**src/rtl/uart_tx_top_pkg.sv**
```systemverilog
`default_nettype none
// ============================================================================
// Module      : uart_tx_top_pkg
// Description : Shared UART encodings for the transmitter: FSM states,
//               line levels, parity selectors and a parity helper.
// Revision    : 1.0 - initial release
// ============================================================================
package uart_tx_top_pkg;

    typedef enum logic [2:0] {
        ST_IDLE   = 3'd0,
        ST_START  = 3'd1,
        ST_DATA   = 3'd2,
        ST_PARITY = 3'd3,
        ST_STOP   = 3'd4
    } tx_state_t;

    localparam logic c_UART_IDLE   = 1'b1;
    localparam logic c_UART_START  = 1'b0;
    localparam logic c_UART_STOP   = 1'b1;
    localparam logic c_PARITY_EVEN = 1'b1;
    localparam logic c_PARITY_ODD  = 1'b0;

    // Caller passes the XOR-reduction of the payload so the helper is width-agnostic.
    function automatic logic calc_parity(input logic data_xor, input logic parity_type);
        return (parity_type == c_PARITY_EVEN) ? data_xor : ~data_xor;
    endfunction

endpackage
`default_nettype wire

```
**src/rtl/uart_tx_top_if.sv**
```systemverilog
`default_nettype none
// ============================================================================
// Module      : uart_tx_top_if
// Description : Parallel-in request handshake and serial-out line bundle.
// Revision    : 1.0 - initial release
// ============================================================================
interface uart_tx_top_if #(
    parameter int DATA_WIDTH = 8
);
    logic [DATA_WIDTH-1:0] p_data;
    logic                  data_valid;
    logic                  parity_en;
    logic                  parity_type;
    logic                  tx_out;
    logic                  busy;

    modport master (
        output p_data, data_valid, parity_en, parity_type,
        input  tx_out, busy
    );

    modport slave (
        input  p_data, data_valid, parity_en, parity_type,
        output tx_out, busy
    );
endinterface
`default_nettype wire

```
**src/rtl/uart_tx_bit_tick.sv**
```systemverilog
`default_nettype none
// ============================================================================
// Module      : uart_tx_bit_tick
// Description : Divides clk1 into serial bit periods; bit_done marks the last
//               cycle of each bit while run is high.
// Revision    : 1.0 - initial release
// ============================================================================
module uart_tx_bit_tick #(
    parameter int CLKS_PER_BIT = 1
) (
    input  wire logic clk1,
    input  wire logic rst,
    input  wire logic run,
    output logic      bit_done
);
    localparam int                  c_TICK_W    = $clog2(CLKS_PER_BIT) + 1;
    localparam logic [c_TICK_W-1:0] c_LAST_TICK = c_TICK_W'(CLKS_PER_BIT - 1);

    logic [c_TICK_W-1:0] r_tick_cnt;

    // With one clock per bit the count never leaves zero, so the strobe follows run.
    assign bit_done = run && (r_tick_cnt == c_LAST_TICK);

    always_ff @(posedge clk1) begin
        if (!rst || !run || bit_done) begin
            r_tick_cnt <= '0;
        end else begin
            r_tick_cnt <= r_tick_cnt + c_TICK_W'(1);
        end
    end
endmodule
`default_nettype wire

```
**src/rtl/uart_tx_top.sv**
```systemverilog
`default_nettype none
// ============================================================================
// Module      : uart_tx_top
// Description : UART transmitter - start, LSB-first data, optional parity,
//               stop; registered glitch-free line output.
// Revision    : 1.0 - initial release
// ============================================================================
module uart_tx_top
    import uart_tx_top_pkg::*;
#(
    parameter int DATA_WIDTH   = 8,
    parameter int CLKS_PER_BIT = 1
) (
    input  wire logic     clk1,
    input  wire logic     rst,
    uart_tx_top_if.slave  tx_if
);
    localparam int                     c_BIT_CNT_W = (DATA_WIDTH > 1) ? $clog2(DATA_WIDTH) : 1;
    localparam logic [c_BIT_CNT_W-1:0] c_LAST_BIT  = c_BIT_CNT_W'(DATA_WIDTH - 1);

    tx_state_t               r_state,   w_state_next;
    logic [DATA_WIDTH-1:0]   r_shift,   w_shift_next;
    logic [c_BIT_CNT_W-1:0]  r_bit_cnt, w_bit_cnt_next;
    logic                    r_par_en,  w_par_en_next;
    logic                    r_par,     w_par_next;
    logic                    r_tx,      w_tx_next;
    logic                    r_busy,    w_busy_next;
    logic                    w_run;
    logic                    w_bit_done;

    assign w_run = (r_state != ST_IDLE);

    uart_tx_bit_tick #(
        .CLKS_PER_BIT (CLKS_PER_BIT)
    ) u_bit_tick (
        .clk1     (clk1),
        .rst      (rst),
        .run      (w_run),
        .bit_done (w_bit_done)
    );

    always_ff @(posedge clk1) begin
        if (!rst) begin
            r_state   <= ST_IDLE;
            r_shift   <= '0;
            r_bit_cnt <= '0;
            r_par_en  <= 1'b0;
            r_par     <= 1'b0;
            r_tx      <= c_UART_IDLE;
            r_busy    <= 1'b0;
        end else begin
            r_state   <= w_state_next;
            r_shift   <= w_shift_next;
            r_bit_cnt <= w_bit_cnt_next;
            r_par_en  <= w_par_en_next;
            r_par     <= w_par_next;
            r_tx      <= w_tx_next;
            r_busy    <= w_busy_next;
        end
    end

    always_comb begin
        w_state_next   = r_state;
        w_shift_next   = r_shift;
        w_bit_cnt_next = r_bit_cnt;
        w_par_en_next  = r_par_en;
        w_par_next     = r_par;

        case (r_state)
            ST_IDLE: begin
                // Frame settings are frozen here; later input changes are ignored.
                if (tx_if.data_valid) begin
                    w_state_next   = ST_START;
                    w_shift_next   = tx_if.p_data;
                    w_par_en_next  = tx_if.parity_en;
                    w_par_next     = calc_parity(^tx_if.p_data, tx_if.parity_type);
                    w_bit_cnt_next = '0;
                end
            end
            ST_START: begin
                if (w_bit_done) w_state_next = ST_DATA;
            end
            ST_DATA: begin
                if (w_bit_done) begin
                    if (r_bit_cnt == c_LAST_BIT) begin
                        w_state_next   = r_par_en ? ST_PARITY : ST_STOP;
                        w_bit_cnt_next = '0;
                    end else begin
                        w_bit_cnt_next = r_bit_cnt + c_BIT_CNT_W'(1);
                        w_shift_next   = r_shift >> 1;
                    end
                end
            end
            ST_PARITY: begin
                if (w_bit_done) w_state_next = ST_STOP;
            end
            ST_STOP: begin
                if (w_bit_done) w_state_next = ST_IDLE;
            end
            default: begin
                w_state_next = ST_IDLE;
            end
        endcase
    end

    // Line level is derived from the upcoming state so it registers alongside it.
    always_comb begin
        w_tx_next = c_UART_IDLE;
        case (w_state_next)
            ST_IDLE:   w_tx_next = c_UART_IDLE;
            ST_START:  w_tx_next = c_UART_START;
            ST_DATA:   w_tx_next = w_shift_next[0];
            ST_PARITY: w_tx_next = w_par_next;
            ST_STOP:   w_tx_next = c_UART_STOP;
            default:   w_tx_next = c_UART_IDLE;
        endcase
    end

    assign w_busy_next  = (w_state_next != ST_IDLE);
    assign tx_if.tx_out = r_tx;
    assign tx_if.busy   = r_busy;
endmodule
`default_nettype wire
```
**src/flat_wrapper.sv**
```systemverilog
// flat-port wrapper written by rule: the top's interface ports become plain ports
module uart_tx_top_flat import uart_tx_top_pkg::*;
#(
    parameter int DATA_WIDTH   = 8,
    parameter int CLKS_PER_BIT = 1
)
  (clk1, rst, tx_if_p_data, tx_if_data_valid, tx_if_parity_en, tx_if_parity_type, tx_if_tx_out, tx_if_busy);
  uart_tx_top_if #(.DATA_WIDTH(DATA_WIDTH)) tx_if_i ();
  input  wire logic clk1;
  input  wire logic rst;
  input wire logic [$bits(tx_if_i.p_data)-1:0] tx_if_p_data;
  input wire logic [$bits(tx_if_i.data_valid)-1:0] tx_if_data_valid;
  input wire logic [$bits(tx_if_i.parity_en)-1:0] tx_if_parity_en;
  input wire logic [$bits(tx_if_i.parity_type)-1:0] tx_if_parity_type;
  output wire logic [$bits(tx_if_i.tx_out)-1:0] tx_if_tx_out;
  output wire logic [$bits(tx_if_i.busy)-1:0] tx_if_busy;
  assign tx_if_i.p_data = tx_if_p_data;
  assign tx_if_i.data_valid = tx_if_data_valid;
  assign tx_if_i.parity_en = tx_if_parity_en;
  assign tx_if_i.parity_type = tx_if_parity_type;
  assign tx_if_tx_out = tx_if_i.tx_out;
  assign tx_if_busy = tx_if_i.busy;
  uart_tx_top #(.DATA_WIDTH(DATA_WIDTH), .CLKS_PER_BIT(CLKS_PER_BIT)) u_core (.clk1(clk1), .rst(rst), .tx_if(tx_if_i));
endmodule
```
**config.mk**
```make
export PLATFORM = sky130hd
export DESIGN_NAME = uart_tx_top_flat
export DESIGN_NICKNAME = d
export VERILOG_FILES = /design/src/rtl/uart_tx_top_pkg.sv /design/src/rtl/uart_tx_top_if.sv /design/src/rtl/uart_tx_bit_tick.sv /design/src/rtl/uart_tx_top.sv /design/src/flat_wrapper.sv
export SDC_FILE = /design/constraint.sdc
export NUM_CORES = 1
export LEC_CHECK = 0
export CORE_MARGIN = 1.5
export CORE_UTILIZATION = 50
export DETAILED_ROUTE_END_ITERATION = 6
export PLACE_DENSITY_LB_ADDON = 0.08
export SYNTH_ARGS = -nofsm -noshare
export SYNTH_HDL_FRONTEND = slang
export SYNTH_SLANG_ARGS = --single-unit
export TNS_END_PERCENT = 20
```
**constraint.sdc**
```tcl
create_clock -name clk1 -period 2.1 [get_ports clk1]
set_input_delay 0.63 -clock clk1 [delete_from_list [all_inputs] [get_ports clk1]]
set_output_delay 0.63 -clock clk1 [all_outputs]
set_load 0.01 [all_outputs]
```
Word level (Yosys, flattened, before mapping)

Index checks and enable logic that the tools add are counted.

Register bits: 19
Output and inout port bits: 2

$add $sub $neg: 2
Equal/unequal tests: 11
Muxes and demuxes: 20
Bitwise operators: 2
Reductions and logical operators: 13

Operators with widths:

| kind                                                                  | count |
|---|---|
| 3-bit two-way mux                                                     | 10 |
| 8-bit two-way mux                                                     | 3 |
| 8-bit case mux with 2 select lines                                    | 1 |
| 3-bit case mux with 5 select lines                                    | 1 |
| 3-bit by 2-bit equality test with 1-bit output, second input constant | 4 |
| 8-bit XOR reduction                                                   | 1 |
| 3-bit by 1-bit equality test with 1-bit output, second input constant | 2 |
| 3-bit equality test, second input constant                            | 2 |
| 2-bit inequality test, second input constant                          | 3 |
| 3-bit case mux with 2 select lines                                    | 1 |
| 3-bit nonzero test                                                    | 2 |
| 4-bit AND reduction                                                   | 1 |
| 3-bit by 1-bit adder with 3-bit output, second input constant         | 1 |
| 3-bit zero test                                                       | 1 |
| 1-bit two-way mux                                                     | 3 |
| 1-bit case mux with 3 select lines                                    | 1 |
| 3-bit AND reduction                                                   | 1 |
| 1-bit zero test                                                       | 2 |
| 1-bit logical OR                                                      | 2 |
| 1-bit NOT                                                             | 2 |
| 2-bit AND reduction                                                   | 1 |
| 2-bit nonzero test                                                    | 1 |
| 1-bit adder, second input constant                                    | 1 |
| 1-bit logical AND                                                     | 1 |

Longest topological paths before layout

Depth in word-level cells: 6
Depth in mapped cells: 8
Gate-level depth less buffers: 7

By module

From an unflattened synthesis, not the netlist that was laid out.

Cell total of the unflattened synthesis: 90
Area, all modules: 929.6 um^2

By module, submodules not included:

| module           | instances | cells an instance | area an instance (um^2) |
|---|---|---|---|
| uart_tx_top      | 1         | 87                | 892.1 |
| uart_tx_bit_tick | 1         | 3                 | 37.5 |

Worst setup path after synthesis

OpenSTA, ideal clock, no wires.

Path kind: register -> register
From: register u_core.r_bit_cnt[0]
To: register u_core.r_tx, in the netlist u_core.tx_if.tx_out
Library setup time: 0.127 ns
Data arrival time: 1.643 ns
Required time: 1.973 ns
Setup slack: 0.329 ns
Cell stages (with the launch flop): 8
Path buffers: 0
Path through: dfxtp_1 > ha_1 > ha_1 > nor3b_1 > o21ai_1 > a222oi_1 > nor3b_2 > o21ai_1

Cells in the longest elaborated chain, start to end: 6
Elaborated cells on any way between the ends: 11
Those cells by class: eq/ne (4); mux (7)

RTL lines:

| item                                                                                                                    | line               | source |
|---|---|---|
| from (decl)                                                                                                             | uart_tx_top.sv:23  | `logic [c_BIT_CNT_W-1:0] r_bit_cnt, w_bit_cnt_next;` |
| from (signal assigned)                                                                                                  | uart_tx_top.sv:54  | `r_bit_cnt <= w_bit_cnt_next;` |
| 3-bit equality test *                                                                                                   | uart_tx_top.sv:85  | `if (r_bit_cnt == c_LAST_BIT) begin` |
| 3-bit two-way mux                                                                                                       | uart_tx_top.sv:85  |  |
| 3-bit two-way mux                                                                                                       | uart_tx_top.sv:84  | `if (w_bit_done) begin` |
| 3-bit case mux with 5 select lines                                                                                      | uart_tx_top.sv:69  | `case (r_state)` |
| 3-bit by 2-bit equality test with 1-bit output / 3-bit by 1-bit equality test with 1-bit output (equally long branches) | uart_tx_top.sv:109 | `case (w_state_next)` |
| 1-bit case mux with 3 select lines *                                                                                    | uart_tx_top.sv:109 |  |
| to (signal assigned)                                                                                                    | uart_tx_top.sv:49  | `r_tx <= c_UART_IDLE;` |
| to (signal assigned)                                                                                                    | uart_tx_top.sv:57  | `r_tx <= w_tx_next;` |
| to (decl)                                                                                                               | uart_tx_top.sv:26  | `logic r_tx, w_tx_next;` |

Every way passes the cells marked *; elsewhere a longest branch is shown, timed or not. The select of a mux whose other input is x is not followed.
A chain may end at the register's enable or synchronous reset.

Worst setup path after layout

Same ends and word-level chain as after synthesis.

==> metrics.cfg <==
[synth]
yosys-top-cells-count = dfxtp_1 (19), nor2b_1 (14), xnor2_1 (8)
yosysWarnings = 0
syn_nets = 104
yosys-top-cells-area = dfxtp_1 (42%), nor2b_1 (9.8%), a222oi_1 (7.8%)
synth_seq_area_share_pct = 42.4
synth_top_area_share_pct = 42.4
synth_seq_cells = 19
synthFlopType = dfxtp_1
syn_avg_cell_area_um2 = 10.1
synth_edf_count = 0
synth_top_area_cell = dfxtp_1
synth.distinct_cells = 32
synthCells = 89
synth.most_common_cell = dfxtp_1
netlist_area_um2 = 897
synthArstFlopShare_pct = 0

[die]
core_um2 = 1710
start_util_pct = 52.5
die_y_um = 45.4
boundaryPins = 15
die_w_um = 45.4
dieArea_um2 = 2060
rows = 15

[placed_design]
pre_cts_slack_ps = -78.8
dp_hpwl_um = 1240
portBuffers = 14
gp_congestion = 0.745

[route]
firstDrtPassIters = 5
wirelength_um = 1660
drc = 0
vias = 697
wire_per_inst_um = 12.7
vias_per_cell = 5.32
postRouteAntennaNets = 0
drt_iter0_markers = 26

[sta]
fin_tns_setup_ps = 0
period_needed_ps = 1900
setup_viol = 0
fin_crit_sh_pct = 90.7
fmax_mhz = 525
timing_hold_violations_final = 0
fin_ws_ps = 195
finClkSkew_ps = 1.20
rsz0062_at_grt = no
finalMaxSlewViolations = 0

[cts]
clk_transition_reported_paths_ps = 100
clk_latency_ps = 280
cts_tree = yes
cts_buffers = 3
root_buffer = clkbuf_4
cts_setup_buffers = 0
cts-resized-gates = 0
cts.sinks = 19
htree_levels = 1
cts_buffer_depth = 2
cts_hold_buf = 0

[critical_path]
worstPathRequired_ps = 2260
cp-endpoint = u_core.tx_if.tx_out$_SDFF_PN1_
ff2ff_path_depth = 7
r2r_start = u_core.r_bit_cnt[0]$_SDFFE_PN0P_
reg2reg_slack_ps = 200
cp-end-kind = register
critPathKind = reg2reg
worstPathArrival_ps = 2060
cp_max_fo = 3
worstReg2RegEnd = u_core.tx_if.tx_out$_SDFF_PN1_
startpoint_type = register
crit_start = u_core.r_bit_cnt[0]$_SDFFE_PN0P_

[power_and_ir_drop]
powerDensity_nw_per_um2 = 684
power.leakage_nw = 0.395
finalPower_mw = 0.743
ir_drop_v = 0.000412

[hold_path]
hp-class = reg2reg

[global_route]
use_met3_pct = 2.40
track_usage_pct = 17.3
grt_antenna_before_repair = 0
grt_pass1_wl_um = 2610
overflow = 0
grt_max_degree = 19
grt_busiest_layer = met2
use_met2_pct = 25.4
grt_pass1_vias = 626
use_met1_pct = 25.2

[cells_and_area]
num_antenna_cells = 0
syn_to_final_growth_pct = 21.1
final_util_pct = 63.6
drive_above_1_share_pct = 9.43
final_nets = 122

[flow_run]
maxCapViolations = 0

[outcome]
status = completed

## flip-flops by register name, summed over array words and instances, names as in the netlist
register,count
u_core.r_shift,8
u_core.r_bit_cnt,3
u_core.r_state,3
u_core.r_par,1
u_core.r_par_en,1
u_core.tx_if.busy,1
u_core.tx_if.tx_out,1
u_core.u_bit_tick.r_tick_cnt,1
## worst max-delay path, cell delays in order, from the launching register on
cell and delay, ps:
dfxtp_1 340, ha_1 210, ha_1 210, nor3b_1 270, o21ai_1 140, a222oi_1 310
nor3b_2 220, o21ai_1 80
## per-stage QoR
stage                     instances  area (um2)  hold WS [ps]
after global routing            131        1090           530
final                           131        1090           481
after floorplan                  89         897           445
after global placement          127        1060           461
after CTS                       131        1090           484
after detailed placement        127        1060           472
## cell usage in the layout (no fill, tap or decap)
| cell type | instances |
|---|---|
| dfxtp_1 | 19 |
| nor2b_1 | 14 |
| clkdlybuf4s50_1 | 14 |
| xnor2_1 | 8 |
| a222oi_1 | 7 |
| and2_1 | 4 |
| o21ai_0 | 3 |
| clkbuf_4 | 3 |
| buf_4 | 3 |
| nor3b_1 | 2 |
| nor2_1 | 2 |
| o21ai_1 | 2 |
| nand2_1 | 2 |
| mux2i_1 | 2 |
| a22oi_1 | 2 |
| ha_1 | 2 |
| and2_4 | 1 |
| inv_1 | 1 |
| o21bai_1 | 1 |
| a31o_2 | 1 |
| a311oi_1 | 1 |
| nor3_1 | 1 |
| or4b_2 | 1 |
| o31a_1 | 1 |
| a31oi_1 | 1 |
| nor3b_2 | 1 |
| o21a_1 | 1 |
| a21oi_1 | 1 |
| nand4_1 | 1 |
| a21boi_0 | 1 |
| and2b_1 | 1 |
| clkbuf_1 | 1 |
| conb_1 | 1 |
## worst min-delay path by stage
stage	from	depth (start not counted)	to	slack, ps
2_1_floorplan	u_core.r_bit_cnt[2]$_SDFFE_PN0P_	2	u_core.r_bit_cnt[2]$_SDFFE_PN0P_	450
3_3_place_gp	u_core.r_bit_cnt[2]$_SDFFE_PN0P_	2	u_core.r_bit_cnt[2]$_SDFFE_PN0P_	460
3_5_place_dp	u_core.r_bit_cnt[2]$_SDFFE_PN0P_	2	u_core.r_bit_cnt[2]$_SDFFE_PN0P_	470
4_1_cts	u_core.r_bit_cnt[2]$_SDFFE_PN0P_	2	u_core.r_bit_cnt[2]$_SDFFE_PN0P_	480
5_1_grt	u_core.r_bit_cnt[2]$_SDFFE_PN0P_	2	u_core.r_bit_cnt[2]$_SDFFE_PN0P_	530
6_report	u_core.r_bit_cnt[2]$_SDFFE_PN0P_	2	u_core.r_bit_cnt[2]$_SDFFE_PN0P_	480
## routing by layer
| metal | part of all wire [%] | wire, um |
|---|---|---|
| met1 | 52 | 855 |
| met2 | 44 | 734 |
| met5 | 0 | 0 |
| met3 | 3.4 | 57 |
| met4 | 0.72 | 12 |
## cell families after synthesis
kind of cell    after synthesis  synth area share [%]
xor+xnor                      8                  7.81
mux                           2                  2.23
fa+ha+maj                     2                  2.79
flops                        19                  42.4
other cells                   1                 0.418
compound gates               22                  19.0
simple gates                 30                  21.5
buf+inv                       5                  3.90
## layout make-up
type	count	area (um2)
sequential	19	380
fill	147	622
multi-input combinational	65	482
timing repair buffer	17	163
inverter	1	3.75
clock buffer	4	26.3
tap	25	31.3
## power breakdown
group	leakage (nW)	switching, mW	internal, mW
sequential	0.156	0.0164	0.385
combinational	0.224	0.0719	0.0939
clock	0.0150	0.102	0.0737
total	0.395	0.190	0.553
Power figures use the tool's default switching activity.
